[config.mk]
export PLATFORM = sky130hd
export DESIGN_NAME = rx_accp_fifo_flat
export DESIGN_NICKNAME = d
export VERILOG_FILES = /design/src/rtl/rx_accp_fifo_pkg.sv /design/src/rtl/rx_accp_fifo_if.sv /design/src/rtl/rx_fifo_mem.sv /design/src/rtl/rx_accp_fifo.sv /design/src/flat_wrapper.sv
export SDC_FILE = /design/constraint.sdc
export NUM_CORES = 1
export LEC_CHECK = 0
export ABC_AREA = 1
export CORE_MARGIN = 2
export CORE_UTILIZATION = 40
export CTS_BUF_LIST = sky130_fd_sc_hd__clkbuf_8
export CTS_CLUSTER_SIZE = 24
export DETAILED_ROUTE_END_ITERATION = 16
export SLEW_MARGIN = 40
export SYNTH_ARGS = -nofsm -noshare
export SYNTH_HDL_FRONTEND = slang
export SYNTH_SLANG_ARGS = --single-unit
[constraint.sdc]
create_clock -name clk -period 4.6 [get_ports clk]
set_clock_uncertainty 0.05 [all_clocks]
set_input_delay 1.15 -clock clk [delete_from_list [all_inputs] [get_ports clk]]
set_output_delay 1.15 -clock clk [all_outputs]
set_load 0.05 [all_outputs]
[src/rtl/rx_accp_fifo_pkg.sv]
// Shared CAN receive definitions: field widths, frame entry record and
// the FIFO operation encoding used by the receive acceptance FIFO.
package rx_accp_fifo_pkg;

    localparam int unsigned ID_W      = 11;
    localparam int unsigned DLC_W     = 4;
    localparam int unsigned DATA_W    = 64;
    localparam int unsigned ENTRY_W   = ID_W + DLC_W + DATA_W;
    localparam int unsigned OVR_CNT_W = 8;

    // One stored frame; data byte 0 sits in data[63:56].
    typedef struct packed {
        logic [ID_W-1:0]   id;
        logic [DLC_W-1:0]  dlc;
        logic [DATA_W-1:0] data;
    } rx_entry_t;

    // Per-cycle FIFO operation, encoded as {push, pop}.
    typedef enum logic [1:0] {
        OP_NONE = 2'b00,
        OP_POP  = 2'b01,
        OP_PUSH = 2'b10,
        OP_BOTH = 2'b11
    } fifo_op_e;

endpackage

[src/rtl/rx_accp_fifo_if.sv]
// Receive FIFO bus: acceptance-checker write side plus host read side.
// master = checker/host driving the FIFO, slave = the FIFO itself.
interface rx_accp_fifo_if import rx_accp_fifo_pkg::*; #(
    parameter int unsigned DEPTH = 4
);
    localparam int unsigned CNT_W = $clog2(DEPTH) + 1;

    logic              acpt_sts;
    logic [ID_W-1:0]   rcvd_prio_id;
    logic [DLC_W-1:0]  rcvd_dlc;
    logic [DATA_W-1:0] rcvd_data;
    logic              rd_ack;
    logic              clr_ovr;
    logic              rd_valid;
    logic [ID_W-1:0]   rd_id;
    logic [DLC_W-1:0]  rd_dlc;
    logic [DATA_W-1:0] rd_data;
    logic [CNT_W-1:0]  fifo_cnt;
    logic              ovr_flg;

    modport master (
        output acpt_sts, rcvd_prio_id, rcvd_dlc, rcvd_data, rd_ack, clr_ovr,
        input  rd_valid, rd_id, rd_dlc, rd_data, fifo_cnt, ovr_flg
    );

    modport slave (
        input  acpt_sts, rcvd_prio_id, rcvd_dlc, rcvd_data, rd_ack, clr_ovr,
        output rd_valid, rd_id, rd_dlc, rd_data, fifo_cnt, ovr_flg
    );

endinterface

[src/rtl/rx_fifo_mem.sv]
// DEPTH x 79-bit frame storage: one synchronous write port, one
// asynchronous read port. Contents are intentionally not reset.
module rx_fifo_mem import rx_accp_fifo_pkg::*; #(
    parameter int unsigned DEPTH = 4,
    parameter int unsigned PTR_W = $clog2(DEPTH)
) (
    input  logic             clk,
    input  logic             i_wr_en,
    input  logic [PTR_W-1:0] i_wr_addr,
    input  rx_entry_t        i_wr_data,
    input  logic [PTR_W-1:0] i_rd_addr,
    output rx_entry_t        o_rd_data
);

    rx_entry_t r_mem [DEPTH];

    // Store the incoming frame at the write address.
    always_ff @(posedge clk) begin
        if (i_wr_en) begin
            r_mem[i_wr_addr] <= i_wr_data;
        end
    end

    assign o_rd_data = r_mem[i_rd_addr];

endmodule

[src/rtl/rx_accp_fifo.sv]
// Show-ahead receive FIFO for accepted CAN frames.
// Optional feature: define RX_FIFO_OVR_CNT_EN to add the 8-bit saturating
// dropped-frame counter output ovr_cnt.
module rx_accp_fifo import rx_accp_fifo_pkg::*; #(
    parameter int unsigned DEPTH = 4
) (
    input  logic                 clk,
    input  logic                 g_rst,
    rx_accp_fifo_if.slave        bus
`ifdef RX_FIFO_OVR_CNT_EN
    ,
    output logic [OVR_CNT_W-1:0] ovr_cnt
`endif
);

    localparam int unsigned PTR_W = $clog2(DEPTH);
    localparam int unsigned CNT_W = PTR_W + 1;

    logic [PTR_W-1:0] r_wr_ptr;
    logic [PTR_W-1:0] r_rd_ptr;
    logic [CNT_W-1:0] r_cnt;
    logic             r_ovr_flg;

    logic             w_full;
    logic             w_empty;
    logic             w_pop;
    logic             w_push;
    logic             w_ovr;
    fifo_op_e         w_op;
    rx_entry_t        w_wr_entry;
    rx_entry_t        w_head;

    assign w_full  = (r_cnt == CNT_W'(DEPTH));
    assign w_empty = (r_cnt == '0);

    // Decode this cycle's push/pop/overrun. A pop frees the head slot in the
    // same edge, so a write into a full FIFO alongside a pop is legal.
    always_comb begin
        w_pop  = 1'b0;
        w_push = 1'b0;
        w_ovr  = 1'b0;
        w_pop  = bus.rd_ack & ~w_empty;
        w_push = bus.acpt_sts & (~w_full | w_pop);
        w_ovr  = bus.acpt_sts & w_full & ~w_pop;
        w_op   = fifo_op_e'({w_push, w_pop});
    end

    assign w_wr_entry.id   = bus.rcvd_prio_id;
    assign w_wr_entry.dlc  = bus.rcvd_dlc;
    assign w_wr_entry.data = bus.rcvd_data;

    rx_fifo_mem #(
        .DEPTH (DEPTH),
        .PTR_W (PTR_W)
    ) u_mem (
        .clk       (clk),
        .i_wr_en   (w_push),
        .i_wr_addr (r_wr_ptr),
        .i_wr_data (w_wr_entry),
        .i_rd_addr (r_rd_ptr),
        .o_rd_data (w_head)
    );

    // Advance pointers and occupancy according to the decoded operation.
    always_ff @(posedge clk or posedge g_rst) begin
        if (g_rst) begin
            r_wr_ptr <= '0;
            r_rd_ptr <= '0;
            r_cnt    <= '0;
        end else begin
            unique case (w_op)
                OP_PUSH: begin
                    r_wr_ptr <= r_wr_ptr + PTR_W'(1);
                    r_cnt    <= r_cnt + CNT_W'(1);
                end
                OP_POP: begin
                    r_rd_ptr <= r_rd_ptr + PTR_W'(1);
                    r_cnt    <= r_cnt - CNT_W'(1);
                end
                OP_BOTH: begin
                    r_wr_ptr <= r_wr_ptr + PTR_W'(1);
                    r_rd_ptr <= r_rd_ptr + PTR_W'(1);
                end
                default: ;
            endcase
        end
    end

    // Sticky overrun flag; a new overrun beats a same-cycle clear.
    always_ff @(posedge clk or posedge g_rst) begin
        if (g_rst) begin
            r_ovr_flg <= 1'b0;
        end else if (w_ovr) begin
            r_ovr_flg <= 1'b1;
        end else if (bus.clr_ovr) begin
            r_ovr_flg <= 1'b0;
        end
    end

`ifdef RX_FIFO_OVR_CNT_EN
    logic [OVR_CNT_W-1:0] r_ovr_cnt;

    // Saturating dropped-frame counter; increment beats a same-cycle clear.
    always_ff @(posedge clk or posedge g_rst) begin
        if (g_rst) begin
            r_ovr_cnt <= '0;
        end else if (w_ovr) begin
            if (r_ovr_cnt != '1) begin
                r_ovr_cnt <= r_ovr_cnt + OVR_CNT_W'(1);
            end
        end else if (bus.clr_ovr) begin
            r_ovr_cnt <= '0;
        end
    end

    assign ovr_cnt = r_ovr_cnt;
`endif

    assign bus.rd_valid = ~w_empty;
    assign bus.rd_id    = w_head.id;
    assign bus.rd_dlc   = w_head.dlc;
    assign bus.rd_data  = w_head.data;
    assign bus.fifo_cnt = r_cnt;
    assign bus.ovr_flg  = r_ovr_flg;

endmodule

[src/flat_wrapper.sv]
// flat-port wrapper written by rule: the top's interface ports become plain ports
module rx_accp_fifo_flat import rx_accp_fifo_pkg::*;
#(
    parameter int unsigned DEPTH = 4
)
  (clk, g_rst, bus_acpt_sts, bus_rcvd_prio_id, bus_rcvd_dlc, bus_rcvd_data, bus_rd_ack, bus_clr_ovr, bus_rd_valid, bus_rd_id, bus_rd_dlc, bus_rd_data, bus_fifo_cnt, bus_ovr_flg);
  rx_accp_fifo_if #(.DEPTH(DEPTH)) bus_i ();
  input  logic clk;
  input  logic g_rst;
  input wire logic [$bits(bus_i.acpt_sts)-1:0] bus_acpt_sts;
  input wire logic [$bits(bus_i.rcvd_prio_id)-1:0] bus_rcvd_prio_id;
  input wire logic [$bits(bus_i.rcvd_dlc)-1:0] bus_rcvd_dlc;
  input wire logic [$bits(bus_i.rcvd_data)-1:0] bus_rcvd_data;
  input wire logic [$bits(bus_i.rd_ack)-1:0] bus_rd_ack;
  input wire logic [$bits(bus_i.clr_ovr)-1:0] bus_clr_ovr;
  output wire logic [$bits(bus_i.rd_valid)-1:0] bus_rd_valid;
  output wire logic [$bits(bus_i.rd_id)-1:0] bus_rd_id;
  output wire logic [$bits(bus_i.rd_dlc)-1:0] bus_rd_dlc;
  output wire logic [$bits(bus_i.rd_data)-1:0] bus_rd_data;
  output wire logic [$bits(bus_i.fifo_cnt)-1:0] bus_fifo_cnt;
  output wire logic [$bits(bus_i.ovr_flg)-1:0] bus_ovr_flg;
  assign bus_i.acpt_sts = bus_acpt_sts;
  assign bus_i.rcvd_prio_id = bus_rcvd_prio_id;
  assign bus_i.rcvd_dlc = bus_rcvd_dlc;
  assign bus_i.rcvd_data = bus_rcvd_data;
  assign bus_i.rd_ack = bus_rd_ack;
  assign bus_i.clr_ovr = bus_clr_ovr;
  assign bus_rd_valid = bus_i.rd_valid;
  assign bus_rd_id = bus_i.rd_id;
  assign bus_rd_dlc = bus_i.rd_dlc;
  assign bus_rd_data = bus_i.rd_data;
  assign bus_fifo_cnt = bus_i.fifo_cnt;
  assign bus_ovr_flg = bus_i.ovr_flg;
  rx_accp_fifo #(.DEPTH(DEPTH)) u_core (.clk(clk), .g_rst(g_rst), .bus(bus_i));
endmodule
==> impl_metrics.json, run 1 <==
{
  "drtIter0Drc": 479,
  "syn_to_final_growth_pct": 24.99,
  "max-vdd-ir-drop_v": 0.0005479,
  "synth_area_per_cell_um2": 14.74,
  "ctsLongestPathBuffers": 3,
  "path_max_fanout": 47,
  "fin_cells": 1447,
  "tritoncts": "yes",
  "grt_pass1_vias": 7473,
  "critical_path_arrival_ns": 3.00,
  "final-setup-viol-count": 0,
  "path_class": "flop to output port",
  "synthesis.nets": 915,
  "ys_seq_area_frac": 0.7960,
  "dr.pass1.iters": 4,
  "leakagePower_uw": 0.005173,
  "yosys_warnings": 0,
  "core_mm2": 0.02980,
  "antenna_found_initial": 1,
  "ys_ff_latch": 324,
  "startpoint_type": "flop",
  "num_rows": 63,
  "drive_gt1_frac": 0.1231,
  "start_util": 0.4085,
  "final_common_cell": "edfxtp_1",
  "multi_input_area_mm2": 0.002136,
  "drc": 0,
  "synthCells": 826,
  "num_vias": 7368,
  "rsz0062_at_grt": "no",
  "synthTopCellsByArea": "edfxtp_1, o21ai_0, nor2_1",
  "crit_required_ns": 3.40,
  "synth_top_area_cell": "edfxtp_1",
  "cts.sink_count": 324,
  "power.total_uw": 11830,
  "layout_common_cells": "edfxtp_1, nor2_1, clkdlybuf4s50_1, o21ai_0, o22ai_1",
  "via_per_inst": 5.092,
  "fill_cells": 2561,
  "hold_viol_final": 0,
  "grt_usage": 0.1684,
  "die_area_mm2": 0.03184,
  "worst_pin_slew_ns": 0.7516,
  "ant_nets": 0,
  "holdWs_ns": 0.4763,
  "cts.reportedPaths.clkPinSlew_ns": 0.06,
  "h-tree-depth": 2,
  "drv_cap": 0,
  "drt_wl_total_mm": 26.43,
  "cts_hold_buf": 0,
  "cts-root-buf": "clkbuf_8",
  "grt_pass1_wl_mm": 41.21,
  "synth_top_area_share": 0.7795,
  "clock_latency_ns": 0.55,
  "period_share": 0.9135,
  "power_density_mw_per_mm2": 777.4,
  "syn_area_mm2": 0.01217,
  "port_buffers": 167,
  "dp_hpwl_mm": 14.56,
  "yosys.cell_types.count": 22,
  "grt_max_degree": 160,
  "die_width_um": 178.5,
  "slew_headroom": 0.4990,
  "clock.fmax_ghz": 0.2380,
  "finalWeightedCongestion": 0.7267,
  "fp.dieH_um": 178.5,
  "routedWlPerCell_um": 18.27,
  "layout.nets": 1102,
  "post_cts_buffers": 0,
  "status": "finished clean",
  "io_pins": 168,
  "grt_overflow": 0,
  "hold_path_class": "flop to flop",
  "ff_latch_area_mm2": 0.009694,
  "dp_cells": 1348,
  "finalCriticalPeriod_ns": 4.202,
  "endpoint_kind": "output port",
  "numCtsBuffers": 53,
  "maxSlewViolCount": 0,
  "cts_resized": 0
}
[cell usage after synthesis]
library cell	count
edfxtp_1	316
nor2_1	167
o21ai_0	127
o22ai_1	79
o21ai_1	31
clkbuf_1	25
inv_1	15
nand2_1	14
buf_6	13
buf_2	9
dfrtp_1	8
nand3_1	6
ha_1	4
buf_4	3
xor2_1	2
a21oi_1	1
buf_1	1
fa_1	1
inv_2	1
inv_4	1
nor2_2	1
o22ai_2	1
[cell families (layout without fill, tap and decap cells)]
group	count (synthesis)	count (layout)	synth area share
adder cells (fa/ha/maj)	5	5	0.005756
buffers and inverters	68	298	0.03104
XOR/XNOR	2	2	0.001439
flip-flops	324	324	0.7960
AND/OR/NAND/NOR	188	188	0.05879
other	0	1	0
AO/OA/AOI/OAI	239	239	0.1070
[flip-flops by register name, indices dropped and copies added, names as in the netlist]
name                 count
u_core.bus.fifo_cnt      3
u_core.bus.ovr_flg       1
u_core.r_rd_ptr          2
u_core.r_wr_ptr          2
u_core.u_mem.r_mem     316
[metrics by stage]
stage	area, um2	setup WS, ns	util	TNS (ns)
3_5_place_dp	14170	0.9655	0.4756	0
5_1_grt	15210	0.1552	0.5105	0
2_1_floorplan	12170	-0.7158	-	-226.20
3_3_place_gp	14170	0.9489	0.4754	0
6_report	15210	0.3979	0.5106	0
4_1_cts	15210	0.3557	0.5105	0
[critical path: stages (launching register included)]
cell and delay [ns]:
dfrtp_4 0.50, inv_4 0.41, buf_4 0.38, nor2_1 0.07, o22ai_1 0.23, clkdlybuf4s50_1 0.85
[final timing paths]
kind | from | end | slack [ns] | cells after the start
max | u_core.r_rd_ptr[0] | bus_rd_data[46] | 0.40 | 5
min | u_core.bus.fifo_cnt[2] | u_core.bus.fifo_cnt[2] | 0.48 | 2
max reg2reg | u_core.bus.fifo_cnt[2] | u_core.u_mem.r_mem[1][20] | 2.23 | 6
min reg2reg | u_core.bus.fifo_cnt[2] | u_core.bus.fifo_cnt[2] | 0.48 | 2
max in group asynchronous | g_rst | u_core.r_rd_ptr[0] | 3.44 | 2
min in group asynchronous | g_rst | u_core.bus.fifo_cnt[0] | 0.79 | 2
[area by class of cell]
class / instances / area share
Antenna cell: 1 / 0.0001645
Clock buffer: 56 / 0.05066
Clock inverter: 42 / 0.01785
Inverter: 17 / 0.004359
Multi-Input combinational cell: 434 / 0.1404
Sequential cell: 324 / 0.6372
Tap cell: 390 / 0.03207
Timing Repair Buffer: 183 / 0.1174
[routing by layer]
layer / vias up / routed length [um] / global-route usage / part of all wire
met3: 38 / 1636 / 0.04263 / 0.062
met1: 3629 / 11430 / 0.2146 / 0.43
li1: 3488 / - / - / -
met5: - / 0 / 0 / 0
met2: 213 / 12910 / 0.2830 / 0.49
met4: 0 / 457 / 0.05285 / 0.017
[report_power, final]
group | internal (uW) | leakage [uW] | switching [uW] | total, uW
logic | 1510 | 0.00156 | 3910 | 5420
registers | 3880 | 0.00299 | 128 | 4000
clock network | 1350 | 0.000617 | 1060 | 2400
(Power assumes the default switching activity.)
==> inputs of run 2 (changes only) <==
CORE_ASPECT_RATIO = 0.8   (was unset)
TNS_END_PERCENT = 1   (was unset)
==> impl_metrics.json, run 2 (synthesis gave the netlist of run 1 again) <==
{
  "hold_path_class": "flop to flop",
  "via_per_inst": 4.970,
  "rr_endpoint": "u_core.u_mem.r_mem[3][8]",
  "worst_pin_slew_ns": 0.7933,
  "cts.sink_count": 324,
  "num_vias": 7237,
  "die_area_mm2": 0.03185,
  "final-setup-viol-count": 0,
  "stdcell_area_mm2": 0.01556,
  "tritoncts": "yes",
  "crit_required_ns": 3.40,
  "h-tree-depth": 2,
  "dp_hpwl_mm": 14.48,
  "startpoint_type": "flop",
  "clock.fmax_ghz": 0.2634,
  "rsz0062_at_grt": "no",
  "cts_resized": 0,
  "dr.pass1.iters": 4,
  "drive_gt1_frac": 0.1516,
  "finalCriticalPeriod_ns": 3.796,
  "numCtsBuffers": 50,
  "port_buffers": 167,
  "grt_pass1_wl_mm": 40.97,
  "fp.dieH_um": 160.0,
  "r2r-start": "u_core.bus.fifo_cnt[2]",
  "path_max_fanout": 60,
  "cts_hold_buf": 0,
  "fill_cells": 2524,
  "critical_path_arrival_ns": 2.60,
  "layout.nets": 1096,
  "die_width_um": 199.0,
  "start_util": 0.4035,
  "ff_latch_area_mm2": 0.009694,
  "slew_headroom": 0.4703,
  "cts.reportedPaths.clkPinSlew_ns": 0.06,
  "min-delay-start": "u_core.bus.fifo_cnt[2]",
  "syn_to_final_growth_pct": 27.86,
  "drc": 0,
  "holdPathStages": 2,
  "r2r_cells": 6,
  "endpoint_kind": "output port",
  "maxSlewViolCount": 0,
  "drt_wl_total_mm": 26.41,
  "status": "finished clean",
  "largest_reg_flops": 316,
  "place_ws_ns": 1.090,
  "grt_max_degree": 160,
  "ctsLongestPathBuffers": 3,
  "crit_chain": "inv_4, buf_4, o21ai_0, o22ai_1, buf_12",
  "drv_cap": 0,
  "io_pins": 168,
  "period_share": 0.8252,
  "r2r_setup_slack_ns": 2.32,
  "layout_common_cells": "edfxtp_1, nor2_1, o21ai_0, clkdlybuf4s50_1, o22ai_1",
  "core_mm2": 0.03017,
  "multi_input_area_mm2": 0.002136,
  "cts-root-buf": "clkbuf_8",
  "largest_register": "u_core.u_mem.r_mem",
  "hold_viol_final": 0,
  "finalWeightedCongestion": 0.7388,
  "final_common_cell": "edfxtp_1",
  "post_cts_buffers": 0,
  "hold_end": "u_core.bus.fifo_cnt[2]",
  "drtIter0Drc": 661,
  "path_class": "flop to output port",
  "slowest_stage": "dfrtp_4",
  "clock_latency_ns": 0.55,
  "num_rows": 57,
  "ant_nets": 0,
  "critPathMaxStageDelay_ns": 0.50,
  "placed_cell_area_mm2": 0.01468,
  "grt_usage": 0.1681,
  "setup_ws_ns": 0.8040,
  "post-route-util": 0.5159,
  "routedWlPerCell_um": 18.14,
  "antenna_found_initial": 2,
  "grt_overflow": 0,
  "grt_pass1_vias": 7283
}
-- run 2: cell count changes in the layout (fill, tap and decap cells not counted), sizes merged --
cell	before	now
clkdlybuf4s50	128	88
buf	55	92
inv	41	31
clkinv	13	19
bufinv	4	1
clkbuf	56	53
clkinvlp	1	0
-- run 2: stage by stage --
step | hold WS (ns) | setup TNS, ns | instances
floorplan | 0.5066 | -226.20 | 826
global placement | 0.4359 | 0 | 1368
detailed placement | 0.4442 | 0 | 1368
CTS | 0.4607 | 0 | 1455
global route | 0.5017 | 0 | 1455
finish | 0.4529 | 0 | 1456
-- run 2: worst max path at each step --
| stage | start | endpoint | slack, ns | depth (start not counted) |
|---|---|---|---|---|
| floorplan | bus_rd_ack | u_core.u_mem.r_mem[0][0] | -0.72 | 4 |
| global placement | bus_rd_ack | u_core.u_mem.r_mem[3][65] | 1.10 | 6 |
| detailed placement | bus_rd_ack | u_core.u_mem.r_mem[3][4] | 1.09 | 6 |
| CTS | u_core.r_rd_ptr[0] | bus_rd_data[6] | 0.78 | 5 |
| global route | u_core.r_rd_ptr[0] | bus_rd_dlc[3] | 0.65 | 5 |
| finish | u_core.r_rd_ptr[0] | bus_rd_data[6] | 0.80 | 5 |
-- run 2: cell type report --
cell class,count,area share
antenna,1,0.0001608
multi-input combinational,434,0.1372
inverter,17,0.004260
tap,413,0.03320
clock buffer,53,0.04687
clock inverter,34,0.01005
timing repair buffer,180,0.1454
sequential,324,0.6228
-- run 2: metal layers --
| layer | up-vias | GRT usage | wire length (um) |
|---|---|---|---|
| li1 | 3464 | - | - |
| met1 | 3514 | 0.2288 | 11590 |
| met2 | 205 | 0.2719 | 12650 |
| met3 | 52 | 0.03548 | 1592 |
| met4 | 2 | 0.05156 | 555 |
| met5 | - | 0 | 13 |
-- run 2: critical path: cells and delay by family, from the launching register on --
family | cells | cell delay (ns)
AO/OA/AOI/OAI | 2 | 0.47
flip-flops | 1 | 0.50
buffers and inverters | 3 | 1.02
Power of run 2 is left out: the tool's default activity adds up to more than one toggle a clock period on the data nets, which glitch-free logic cannot reach.
